File: src/rtl/ins_fetch_unit_pkg.sv
// Shared types for the instruction fetch unit: PC/instruction widths and the FIFO entry.
package ins_fetch_pkg;
  localparam int PC_W  = 32;
  localparam int INS_W = 32;
  localparam logic [PC_W-1:0] PC_STEP = 32'd4;

  typedef struct packed {
    logic [PC_W-1:0]  pc;
    logic [INS_W-1:0] ins;
  } fetch_entry_t;
endpackage

File: src/rtl/ins_fetch_unit_if.sv
// Fetch unit bus: instruction memory port, decode handshake and execute redirect.
interface ins_fetch_unit_if #(
  parameter int ADDR_W = 10,
  parameter int DATA_W = 32
);
  logic [ADDR_W-1:0] im_addr;
  logic [DATA_W-1:0] im_data;
  logic              out_valid;
  logic              out_ready;
  logic [DATA_W-1:0] out_ins;
  logic [31:0]       out_pc;
  logic              redirect_valid;
  logic [31:0]       redirect_pc;
  logic              halt;
  logic              misalign_err;

  modport master (
    output im_addr, out_valid, out_ins, out_pc, misalign_err,
    input  im_data, out_ready, redirect_valid, redirect_pc, halt
  );

  modport slave (
    input  im_addr, out_valid, out_ins, out_pc, misalign_err,
    output im_data, out_ready, redirect_valid, redirect_pc, halt
  );
endinterface

File: src/rtl/ins_fetch_unit_fifo.sv
// DEPTH-entry synchronous fetch FIFO; flush dominates push and pop.
module ins_fetch_fifo
  import ins_fetch_pkg::*;
#(
  parameter int DEPTH = 2
) (
  input  logic                       clk,
  input  logic                       rst,
  input  logic                       push,
  input  fetch_entry_t               push_entry,
  input  logic                       pop,
  input  logic                       flush,
  output fetch_entry_t               head,
  output logic [$clog2(DEPTH+1)-1:0] count,
  output logic                       full,
  output logic                       empty
);
  localparam int PTR_W = $clog2(DEPTH);
  localparam int CNT_W = $clog2(DEPTH+1);

  fetch_entry_t     mem [DEPTH];
  logic [PTR_W-1:0] wr_ptr, rd_ptr;

  always_ff @(posedge clk) begin
    if (rst || flush) begin
      wr_ptr <= '0;
      rd_ptr <= '0;
      count  <= '0;
    end else begin
      if (push) wr_ptr <= wr_ptr + PTR_W'(1);
      if (pop)  rd_ptr <= rd_ptr + PTR_W'(1);
      count <= count + CNT_W'(push) - CNT_W'(pop);
    end
  end

  // Storage carries no reset; stale slots are never visible past count.
  always_ff @(posedge clk) begin
    if (push && !flush && !rst) mem[wr_ptr] <= push_entry;
  end

  assign head  = mem[rd_ptr];
  assign full  = (count == CNT_W'(DEPTH));
  assign empty = (count == '0);
endmodule

File: src/rtl/ins_fetch_unit.sv
// Instruction fetch unit: PC sequencing, fetch FIFO control and redirect handling.
// Optional feature macro IFU_MISALIGN_CHK_EN: misaligned redirect sets a sticky error and stops fetch.
module ins_fetch_unit
  import ins_fetch_pkg::*;
#(
  parameter int          ADDR_W   = 10,
  parameter int          DATA_W   = 32,
  parameter int          DEPTH    = 2,
  parameter logic [31:0] RESET_PC = 32'h0
) (
  input logic               clk,
  input logic               rst,
  ins_fetch_unit_if.master  bus
);
  localparam int CNT_W = $clog2(DEPTH+1);

  logic [PC_W-1:0]  fetch_pc;
  fetch_entry_t     head, last, push_entry;
  logic [CNT_W-1:0] count;
  logic             full, empty, push, pop, stopped;

  assign pop  = !empty && bus.out_ready;
  assign push = !bus.redirect_valid && !bus.halt && !stopped && (!full || pop);

  assign push_entry.pc  = fetch_pc;
  assign push_entry.ins = INS_W'(bus.im_data);

  ins_fetch_fifo #(.DEPTH(DEPTH)) u_fifo (
    .clk        (clk),
    .rst        (rst),
    .push       (push),
    .push_entry (push_entry),
    .pop        (pop),
    .flush      (bus.redirect_valid),
    .head       (head),
    .count      (count),
    .full       (full),
    .empty      (empty)
  );

  always_ff @(posedge clk) begin
    if (rst)                     fetch_pc <= RESET_PC;
    else if (bus.redirect_valid) fetch_pc <= bus.redirect_pc & ~32'h3;
    else if (push)               fetch_pc <= fetch_pc + PC_STEP;
  end

  // Remembers the last presented head so outputs hold while the FIFO is empty.
  always_ff @(posedge clk) begin
    if (rst)         last <= '0;
    else if (!empty) last <= head;
  end

  assign bus.im_addr   = fetch_pc[ADDR_W+1:2];
  assign bus.out_valid = !empty;
  assign bus.out_pc    = empty ? last.pc : head.pc;
  assign bus.out_ins   = DATA_W'(empty ? last.ins : head.ins);

`ifdef IFU_MISALIGN_CHK_EN
  logic misalign_q;
  always_ff @(posedge clk) begin
    if (rst)                                                   misalign_q <= 1'b0;
    else if (bus.redirect_valid && bus.redirect_pc[1:0] != 2'b00) misalign_q <= 1'b1;
  end
  assign stopped          = misalign_q;
  assign bus.misalign_err = misalign_q;
`else
  assign stopped          = 1'b0;
  assign bus.misalign_err = 1'b0;
`endif

  always_ff @(posedge clk) begin
    if (!rst) assert (count <= CNT_W'(DEPTH));
  end
endmodule

File: src/flat_wrapper.sv
// flat-port wrapper written by rule: the top's interface ports become plain ports
module ins_fetch_unit_flat import ins_fetch_pkg::*;
#(
  parameter int          ADDR_W   = 10,
  parameter int          DATA_W   = 32,
  parameter int          DEPTH    = 2,
  parameter logic [31:0] RESET_PC = 32'h0
)
  (clk, rst, bus_im_addr, bus_out_valid, bus_out_ins, bus_out_pc, bus_misalign_err, bus_im_data, bus_out_ready, bus_redirect_valid, bus_redirect_pc, bus_halt);
  ins_fetch_unit_if #(.ADDR_W(ADDR_W), .DATA_W(DATA_W)) bus_i ();
  input logic clk;
  input logic rst;
  output wire logic [$bits(bus_i.im_addr)-1:0] bus_im_addr;
  output wire logic [$bits(bus_i.out_valid)-1:0] bus_out_valid;
  output wire logic [$bits(bus_i.out_ins)-1:0] bus_out_ins;
  output wire logic [$bits(bus_i.out_pc)-1:0] bus_out_pc;
  output wire logic [$bits(bus_i.misalign_err)-1:0] bus_misalign_err;
  input wire logic [$bits(bus_i.im_data)-1:0] bus_im_data;
  input wire logic [$bits(bus_i.out_ready)-1:0] bus_out_ready;
  input wire logic [$bits(bus_i.redirect_valid)-1:0] bus_redirect_valid;
  input wire logic [$bits(bus_i.redirect_pc)-1:0] bus_redirect_pc;
  input wire logic [$bits(bus_i.halt)-1:0] bus_halt;
  assign bus_im_addr = bus_i.im_addr;
  assign bus_out_valid = bus_i.out_valid;
  assign bus_out_ins = bus_i.out_ins;
  assign bus_out_pc = bus_i.out_pc;
  assign bus_misalign_err = bus_i.misalign_err;
  assign bus_i.im_data = bus_im_data;
  assign bus_i.out_ready = bus_out_ready;
  assign bus_i.redirect_valid = bus_redirect_valid;
  assign bus_i.redirect_pc = bus_redirect_pc;
  assign bus_i.halt = bus_halt;
  ins_fetch_unit #(.ADDR_W(ADDR_W), .DATA_W(DATA_W), .DEPTH(DEPTH), .RESET_PC(RESET_PC)) u_core (.clk(clk), .rst(rst), .bus(bus_i));
endmodule
File: config.mk
export PLATFORM = sky130hd
export DESIGN_NAME = ins_fetch_unit_flat
export DESIGN_NICKNAME = d
export VERILOG_FILES = /design/src/rtl/ins_fetch_unit_pkg.sv /design/src/rtl/ins_fetch_unit_if.sv /design/src/rtl/ins_fetch_unit_fifo.sv /design/src/rtl/ins_fetch_unit.sv /design/src/flat_wrapper.sv
export SDC_FILE = /design/constraint.sdc
export NUM_CORES = 1
export LEC_CHECK = 0
export CORE_AREA = 2 2 124 126
export DETAILED_ROUTE_END_ITERATION = 10
export DIE_AREA = 0 0 126 128
export DONT_BUFFER_PORTS = 1
export PLACE_DENSITY = 0.82
export SYNTH_ARGS = -nofsm -noshare
export SYNTH_HDL_FRONTEND = slang
export SYNTH_SLANG_ARGS = --single-unit
File: constraint.sdc
create_clock -name clk -period 10.5 [get_ports clk]
set_clock_uncertainty 0.2 [all_clocks]
set_input_delay 2.1 -clock clk [delete_from_list [all_inputs] [get_ports clk]]
set_output_delay 2.1 -clock clk [all_outputs]
set_load 0.01 [all_outputs]
======== Word level (Yosys, flattened, before mapping) ========
Memory sizes are Yosys's and may differ from the RTL's. A register that Yosys moved wholly into a read port is not among the register bits.
Cells that the tools add are included.
word-level totals
  RAM bits ................................ 128
  bits in registers ....................... 100
  memories kept ........................... 1
  bits in read-only memories .............. 0
  bits in latches ......................... 0
  word-level logic and storage cells ...... 37
memory list
  name               words  width  read ports  clocked after memory_dff  write ports  line                       text
  u_core.u_fifo.mem  2      64     1           1                         1            ins_fetch_unit_fifo.sv:21  fetch_entry_t mem [DEPTH];
operators by class
  div/mod/pow operators ................... 0
  equality and inequality tests ........... 1
  multiplexer cells ....................... 8
  add/sub/neg operators ................... 5
  multipliers ............................. 0
  bitwise operators ....................... 0
  shift operators ......................... 0
  reduce and logical (&&, ||, !) cells .... 15
  order comparisons ....................... 0
operators with widths
  cell                   number
  $mux 32                4
  $add 32x3->32 const B  1
  $logic_and 1x1->1      5
  $logic_not 1->1        5
  $mux 1                 4
  $add 1x1->1 const B    2
  $add 2x1->2            1
  $eq 2x2->1 const B     1
  $logic_not 2->1        1
  $logic_or 1x1->1       2
  $reduce_bool 2->1      1
  $reduce_or 2->1        1
  $sub 2x1->2            1

======== Logic depth before layout (Yosys ltp) ========
Gate-level depths: netlist of run 1.
  word-level depth ........................ 9
  mapped depth ............................ 8
  mapped depth without buffers ............ 7

======== Hierarchy ========
From an unflattened synthesis of run 1, not the netlist that was laid out.
unflattened totals
  cells, all modules ...................... 698
  area total of the unflattened synthesis .. 9791.9 µm²
modules (own cells, without submodules)
  module          area an instance (µm²)  times used  seq. area each (µm²)  cells each
  ins_fetch_fifo  5146.2                  1           3943.8                221
  ins_fetch_unit  4645.7                  1           1881.8                477

======== Worst setup path before layout of run 1 ========
No wires, ideal clock.
  path type ............................... input -> register
  start point ............................. in bus_redirect_valid
  end point ............................... mem u_core.u_fifo.mem[0][0] (netlist bit) (enable)
  path slack .............................. 4309 ps
  stages on the path ...................... 4
  setup time .............................. 482 ps
  arrival time ............................ 5509 ps
  cell sequence ........................... or2_2 > or3_1 > clkbuf_1 > nor2_1
on the way
  longest elaborated chain between the ends .. 7
RTL lines
  item                              line                                             text
  start, declared                   flat_wrapper.sv:20                               input wire logic [$bits(bus_i.redirect_valid)-1:0] bus_redirect_valid;
  $logic_not 1->1 *                 ins_fetch_unit_fifo.sv:38, ins_fetch_unit.sv:23
  $logic_and 1x1->1 (2 in a row)    ins_fetch_unit.sv:23                             assign push = !bus.redirect_valid && !bus.halt && !stopped && (!full || pop);
  $logic_and 1x1->1 * (2 in a row)  ins_fetch_unit_fifo.sv:38                        if (push && !flush && !rst) mem[wr_ptr] <= push_entry;
  $mux 1 *                          ins_fetch_unit_fifo.sv:38
  $mux 1 (not written as such) *    ins_fetch_unit_fifo.sv:38
  end, declared                     ins_fetch_unit_fifo.sv:21
Every way passes the cells marked *; elsewhere a longest branch is shown, timed or not.

======== Final worst setup path of run 1 ========
  start point ............................. reg u_core.u_fifo.count[1]
  end point ............................... out bus_out_ins[25]
on the way
  longest elaborated chain between the ends .. 2
RTL lines
  item                    line                       text
  start, declared         ins_fetch_unit_fifo.sv:14  output logic [$clog2(DEPTH+1)-1:0] count,
  start signal, assigned  ins_fetch_unit_fifo.sv:32  count <= count + CNT_W'(push) - CNT_W'(pop);
  $logic_not 2->1         ins_fetch_unit_fifo.sv:43  assign empty = (count == '0);
  $mux 32                 ins_fetch_unit.sv:56       assign bus.out_ins = DATA_W'(empty ? last.ins : head.ins);
  end, declared           flat_wrapper.sv:15         output wire logic [$bits(bus_i.out_ins)-1:0] bus_out_ins;
Every way passes these cells.

==> qor.txt, run 1 <==
status: finished, final reports clean
maximum capacitance violations: 0
via count: 5607
initial antenna violation count: 0
vias in the first global route: 5478
Period minus WS final: 4910 ps
Pre-antenna DRT Iters: 6
PwrDens: 195 mW/mm2
Hold EP: u_core.u_fifo.mem[0][45]$_DFFE_PP_
Setup CP Type: flip-flop to primary output
sequential fraction of the synthesis area: 64.7%
cells along the critical path: nor2_4, buf_4, o21ai_0
Post-Syn Area: 0.00876 mm2
Final GP Congestion: 0.840
Iteration-0 DRC Markers: 555
Met1 Wirelength: 7200 um
first-pass GRT wire length: 28600 um
crit path max fanout: 99
vias per cell: 6.07
total wire length after detailed routing: 18200 um
Initial Utilization: 58.9%
H-tree levels: 1
Routed Antenna Nets: 0
DRC: 0
# rows: 45
Placeable Area: 0.0149 mm2
hold crit path type: flip-flop to flip-flop
FILL cells: 1123
max layer used: met4
RSZ-0062 raised after global routing: false
TNS Setup: 0 ps
IO Count: 145
Area growth syn-to-layout: 8.88%
largest net degree at the start of global routing: 100
fmax: 0.204 GHz
overall power: 1.86 mW
met2 WL: 9070 um
Reg-to-Reg End: u_core.u_fifo.count[1]$_SDFF_PP0_
Slew Viols, Final: 0
CP Launch Type: flip-flop
Pleak: 3.06 nW
delay of the slowest critical-path stage: 750 ps
critical path endpoint category: primary output
worst hold stages: 0
Resized Gates After CTS: 0
CTS tree: yes
Root Driver: clkbuf_16
hold path startpoint: u_core.fetch_pc[13]$_SDFFE_PP0P_
Post-CTS Setup Inserts: 0
crit share post-route: 46.8%
final net count: 789
DIE AREA: 0.0161 mm2
number of distinct library cells after synthesis: 47
final setup fails: 0
Die Ht: 128 um
DIE WIDTH: 126 um
commonest cells after routing, fill and taps aside: edfxtp_1, dfxtp_1, nand2_1
reg2reg start: u_core.u_fifo.count[1]$_SDFF_PP0_
final hold vios: 0
Ant. Diodes: 0
gr ovfl total: 0
Relative slew margins: 16.4%
TritonCTS buffer count: 23
Max rail drop VDD: 0.000138 V
Final HPWL DP: 11200 um
Clock Pin Slew Worst Setup and Hold Paths: 60 ps
Worst-Skew Late Latency: 510 ps
Slew @ Worst Pin: 1240 ps
syn avg cell area: 11.8 um2
CP Data Arrival Time: 2610 ps
Global Route Usage Sum: 22.1%
hold_buf cts: 0
# clock sinks: 221
cells on worst reg2reg path: 8
I/O Buffers: 0
Post-Syn Instances: 745
Yosys reg bits: 221
Crit-path slowest cell: buf_4
DR WL/cell: 19.8 um
maximum clock path buffer count: 3
share of cells above drive strength 1: 6.80%
Synth Warn #: 0
CP required: 8200 ps
flop-to-flop setup slack: 7510 ps
met3 wire length: 1490 um
commonest non-fill, non-tap cell in the layout: edfxtp_1
## critical path: cells and delay by family (launching register included)
family                 cells  cell delay, ps
buffers and inverters      1             750
AND/OR/NAND/NOR            1             470
flip-flops                 1             370
AO/OA/AOI/OAI              1             440
## area by class of cell
class	count	area, um2	share of cell area (%)
clock buffer	31	626	6.56
clock inverter	11	133	1.39
inverter	9	33.8	0.354
multi-input combinational	459	2810	29.5
sequential	221	5670	59.4
tap	188	235	2.47
timing repair buffer	4	30.0	0.315
## routing by layer
| layer | up-vias | global-route usage, % |
|---|---|---|
| met1 | 2709 | 27.9 |
| li1 | 2629 | - |
| met4 | 0 | 8.99 |
| met5 | - | 0 |
| met3 | 36 | 5.18 |
| met2 | 233 | 36.9 |
## kinds of logic (layout without fill, tap and decap cells)
family	after synthesis	count (layout)	synth area share, %
xor+xnor	7	7	0.700
simple gates	245	245	14.4
fa+ha+maj	2	2	0.286
mux	64	64	7.34
flops	221	221	64.7
buf+inv	67	55	3.50
other cells	1	3	0.0428
compound gates	138	138	9.04
## worst max path at each step
stage / startpoint / to / slack (ps) / cells past startpoint
5_1_grt: u_core.u_fifo.count[1]$_SDFF_PP0_ / bus_out_ins[18] / 5320 / 3
3_5_place_dp: bus_redirect_valid / u_core.u_fifo.mem[0][42]$_DFFE_PP_ / 5720 / 4
4_1_cts: u_core.u_fifo.count[1]$_SDFF_PP0_ / bus_out_pc[4] / 5580 / 3
6_report: u_core.u_fifo.count[1]$_SDFF_PP0_ / bus_out_ins[25] / 5590 / 3
3_3_place_gp: bus_redirect_valid / u_core.u_fifo.mem[0][42]$_DFFE_PP_ / 5740 / 4
2_1_floorplan: bus_redirect_valid / u_core.u_fifo.mem[0][0]$_DFFE_PP_ / 4310 / 4
## Yosys cell counts, drive strengths merged
| cell | number | area [um2] |
|---|---|---|
| nor3 | 9 | 45.0 |
| xor2 | 5 | 43.8 |
| a2bb2oi | 1 | 8.76 |
| and2 | 6 | 37.5 |
| a22oi | 1 | 7.51 |
| o221ai | 2 | 17.5 |
| o31a | 1 | 8.76 |
| o311ai | 8 | 70.1 |
| nand3 | 16 | 85.1 |
| mux2 | 2 | 22.5 |
| nand2 | 91 | 342 |
| ha | 2 | 25.0 |
| nand4b | 1 | 8.76 |
| nor4 | 7 | 43.8 |
| or2 | 2 | 15.0 |
| dfxtp | 97 | 1940 |
| nand2b | 2 | 12.5 |
| a31oi | 18 | 113 |
| mux2i | 62 | 621 |
| a21oi | 22 | 110 |
| o211ai | 6 | 45.0 |
| edfxtp | 124 | 3720 |
| clkbuf | 37 | 139 |
| conb | 1 | 3.75 |
| or4 | 3 | 22.5 |
| nand4 | 11 | 68.8 |
| inv | 9 | 33.8 |
| o21ai | 71 | 355 |
| xnor2 | 2 | 17.5 |
| a32oi | 1 | 8.76 |
| buf | 21 | 134 |
| o22ai | 5 | 31.3 |
| a221oi | 1 | 8.76 |
| nor3b | 2 | 20.0 |
| and3 | 7 | 45.1 |
| and4 | 4 | 35.0 |
| nor2b | 62 | 388 |
| nor2 | 17 | 63.8 |
| o21a | 1 | 7.51 |
| or3 | 5 | 31.3 |
## per-stage QoR
stage	hold WS, ps	cell area, um2	setup WS (ps)	std cells	util, %
6_report	326	9540	5590	923	64.2
5_1_grt	344	9540	5320	923	64.2
4_1_cts	324	9540	5580	923	64.2
3_5_place_dp	314	8780	5720	881	59.1
3_3_place_gp	288	8780	5740	881	59.1
2_1_floorplan	263	8770	4310	747	-
## power breakdown
group | leakage [nW] | internal [mW] | switching, mW | total (mW)
registers | 1.91 | 0.941 | 0.0220 | 0.963
logic | 0.776 | 0.0262 | 0.0520 | 0.0782
clock network | 0.377 | 0.492 | 0.323 | 0.815
total | 3.06 | 1.46 | 0.397 | 1.86
## state kept, by name, summed over array words and instances (netlist names), named ones only
signal                flops
u_core.fetch_pc          30
u_core.last              62
u_core.u_fifo.count       2
u_core.u_fifo.mem       124
u_core.u_fifo.rd_ptr      1
u_core.u_fifo.wr_ptr      1
(Power assumes the default switching activity.)
==> run 2, diff against run 1 <==
- CORE_AREA: 2 2 124 126 -> 2 2 127 129
- DIE_AREA: 0 0 126 128 -> 0 0 129 131
- clock period: 10.5 -> 4.5 ns (I/O delays scaled with it)
==> run 2 against run 1 <==
  * Sequential cell count did not move
  * Sequential power rose by 130%
  * Routed wire length increased by 1.4%
  * Critical path type unchanged
  * Critical endpoint is now bus_out_ins[24]
  * Largest power group unchanged
  * Highest routed layer unchanged
==> qor.txt, run 2 (synthesis gave the netlist of run 1 again) <==
DRC: 0 (unchanged)
maximum clock path buffer count: 3 (unchanged)
DR WL/cell: 19.4 um (-1.7%)
Global Route Usage Sum: 21.6% (-0.44 points)
share of cells above drive strength 1: 6.39% (-0.42 points)
IO Count: 145 (unchanged)
TritonCTS buffer count: 22 (-4.3%)
delay of the slowest critical-path stage: 950 ps (+200 ps)
register with the most flip-flops: u_core.u_fifo.mem
cells on worst reg2reg path: 6 (-2)
H-tree levels: 1 (unchanged)
Root Driver: clkbuf_16
cells along the critical path: buf_4, mux2i_1, o21ai_0
Final HPWL DP: 11800 um (+6.1%)
largest net degree at the start of global routing: 100 (unchanged)
Initial Utilization: 56.2% (-2.8 points)
hold crit path type: input pin to flip-flop
initial antenna violation count: 0 (unchanged)
largest registers: u_core.u_fifo.mem: 124 flops, u_core.last: 62 flops, u_core.fetch_pc: 30 flops
Relative slew margins: 19.9% (+3.5 points)
via count: 5594 (-0.23%)
Clock Pin Slew Worst Setup and Hold Paths: 60 ps (about the same)
CP Launch Type: flip-flop
Slew Viols, Final: 0 (unchanged)
Final GP Congestion: 0.881 (+4.9%)
final net count: 791 (+0.25%)
Area growth syn-to-layout: 8.91% (about the same)
Routed Antenna Nets: 0 (unchanged)
Hold EP: u_core.last[30]$_SDFFE_PP0N_
Worst-Skew Late Latency: 510 ps (about the same)
critical path endpoint category: primary output
crit share post-route: 78.5%
Post-CTS Setup Inserts: 0 (unchanged)
combinational share of power: 4.5% (+0.3 points)
I/O Buffers: 0 (unchanged)
commonest cells after routing, fill and taps aside: edfxtp_1, dfxtp_1, nand2_1
max reg flops: 124 (unchanged)
Reg area: 0.00567 mm2 (unchanged)
flop-to-flop setup slack: 1520 ps (-5990 ps)
Slew @ Worst Pin: 1190 ps (-52.2 ps)
Max rail drop VDD: 0.000319 V (+130%)
worst hold stages: 1 (+1)
TNS Setup: 0 ps (unchanged)
maximum capacitance violations: 0 (unchanged)
non-filler cells in the finished layout: 952 (+3.1%)
Worst Path Buf+Inv: 1 (unchanged)
RSZ-0062 raised after global routing: false
cell family with most CP delay: flip-flops
CP required: 3400 ps (-4800 ps)
Die Ht: 131 um (+2.3%)
# rows: 46 (+2.2%)
Setup CP Type: flip-flop to primary output
total wire length after detailed routing: 18500 um (+1.4%)
Placeable Area: 0.0156 mm2 (+4.9%)
clock power share: 41.1% (-2.8 points)
CP Depth: 3 (unchanged)
crit path max fanout: 49 (-51%)
CTS tree: yes
reg2reg start: u_core.fetch_pc[2]$_SDFFE_PP0P_
multi-input gate area in the final layout: 0.00281 mm2 (unchanged)
vias per cell: 5.88 (-3.3%)
status: finished, final reports clean
hold_buf cts: 0 (unchanged)
DIE WIDTH: 129 um (+2.4%)
final setup fails: 0 (unchanged)
Crit-path slowest cell: dfxtp_4
Ant. Diodes: 0 (unchanged)
Reg-to-Reg End: u_core.fetch_pc[26]$_SDFFE_PP0P_
Switching Fraction: 22.1% (+0.68 points)
Reg power frac: 54.4% (+2.5 points)
# clock sinks: 221 (unchanged)
fmax: 0.283 GHz
Internal Power: 3.22 mW (+120%)
CP Data Arrival Time: 2430 ps (-180 ps)
switching pwr: 911 uW (+130%)
Period minus WS final: 3530 ps
vias in the first global route: 5651 (+3.2%)
final hold vios: 0 (unchanged)
gr ovfl total: 0 (unchanged)
PwrDens: 433 mW/mm2 (+120%)
Resized Gates After CTS: 0 (unchanged)
first-pass GRT wire length: 28700 um (+0.36%)
dpl cells: 912 (+3.5%)
DIE AREA: 0.0169 mm2 (+4.8%)
Pleak: 3.04 nW (-0.85%)
hold path startpoint: rst
FILL cells: 1187 (+5.7%)
commonest non-fill, non-tap cell in the layout: edfxtp_1
Pre-antenna DRT Iters: 8 (+2)
Iteration-0 DRC Markers: 457 (-18%)
-- run 2: cell count changes in the layout (fill, tap and decap cells not counted), sizes merged --
cell / before / now
bufinv: 3 / 1
clkinv: 7 / 10
clkbuf: 31 / 28
inv: 10 / 9
buf: 4 / 7
clkinvlp: 0 / 1
-- run 2: stage by stage --
step / area (um2) / hold WS (ps) / setup WS (ps) / power, mW / util (%)
2_1_floorplan: 8770 / 263 / 488 / 2.44 / -
3_3_place_gp: 8880 / 295 / 1190 / 2.46 / 56.9
3_5_place_dp: 8880 / 312 / 1160 / 2.48 / 56.9
4_1_cts: 9540 / 245 / 942 / 4.15 / 61.2
5_1_grt: 9540 / 242 / 846 / 4.27 / 61.2
6_report: 9540 / 263 / 967 / 4.13 / 61.2
-- run 2: worst max path at each step --
stage / endpoint / slack [ps]
finish: bus_out_ins[24] / 970
global route: bus_out_ins[25] / 850
CTS: bus_out_ins[24] / 940
detailed placement: u_core.u_fifo.mem[0][42]$_DFFE_PP_ / 1160
global placement: u_core.u_fifo.mem[0][43]$_DFFE_PP_ / 1190
floorplan: u_core.u_fifo.mem[1][0]$_DFFE_PP_ / 490
-- run 2: area by class of cell --
class | count | share of cell area [%]
tap | 216 | 2.83
clock buffer | 28 | 6.01
inverter | 9 | 0.354
multi-input combinational | 459 | 29.5
sequential | 221 | 59.4
timing repair buffer | 7 | 0.944
clock inverter | 12 | 0.970
-- run 2: layer usage --
| layer | GRT usage (%) | wire length, um |
|---|---|---|
| met3 | 5.50 | 1570 |
| met2 | 39.0 | 9450 |
| met1 | 25.2 | 7020 |
| met4 | 7.48 | 453 |
| met5 | 0 | 0 |
-- run 2: power by group through the flow --
stage	clock (mW)	sequential (mW)	combinational, mW
floorplan	0	2.27	0.177
global placement	0	2.28	0.178
detailed placement	0	2.29	0.187
CTS	1.72	2.25	0.189
global route	1.81	2.25	0.207
finish	1.70	2.25	0.187
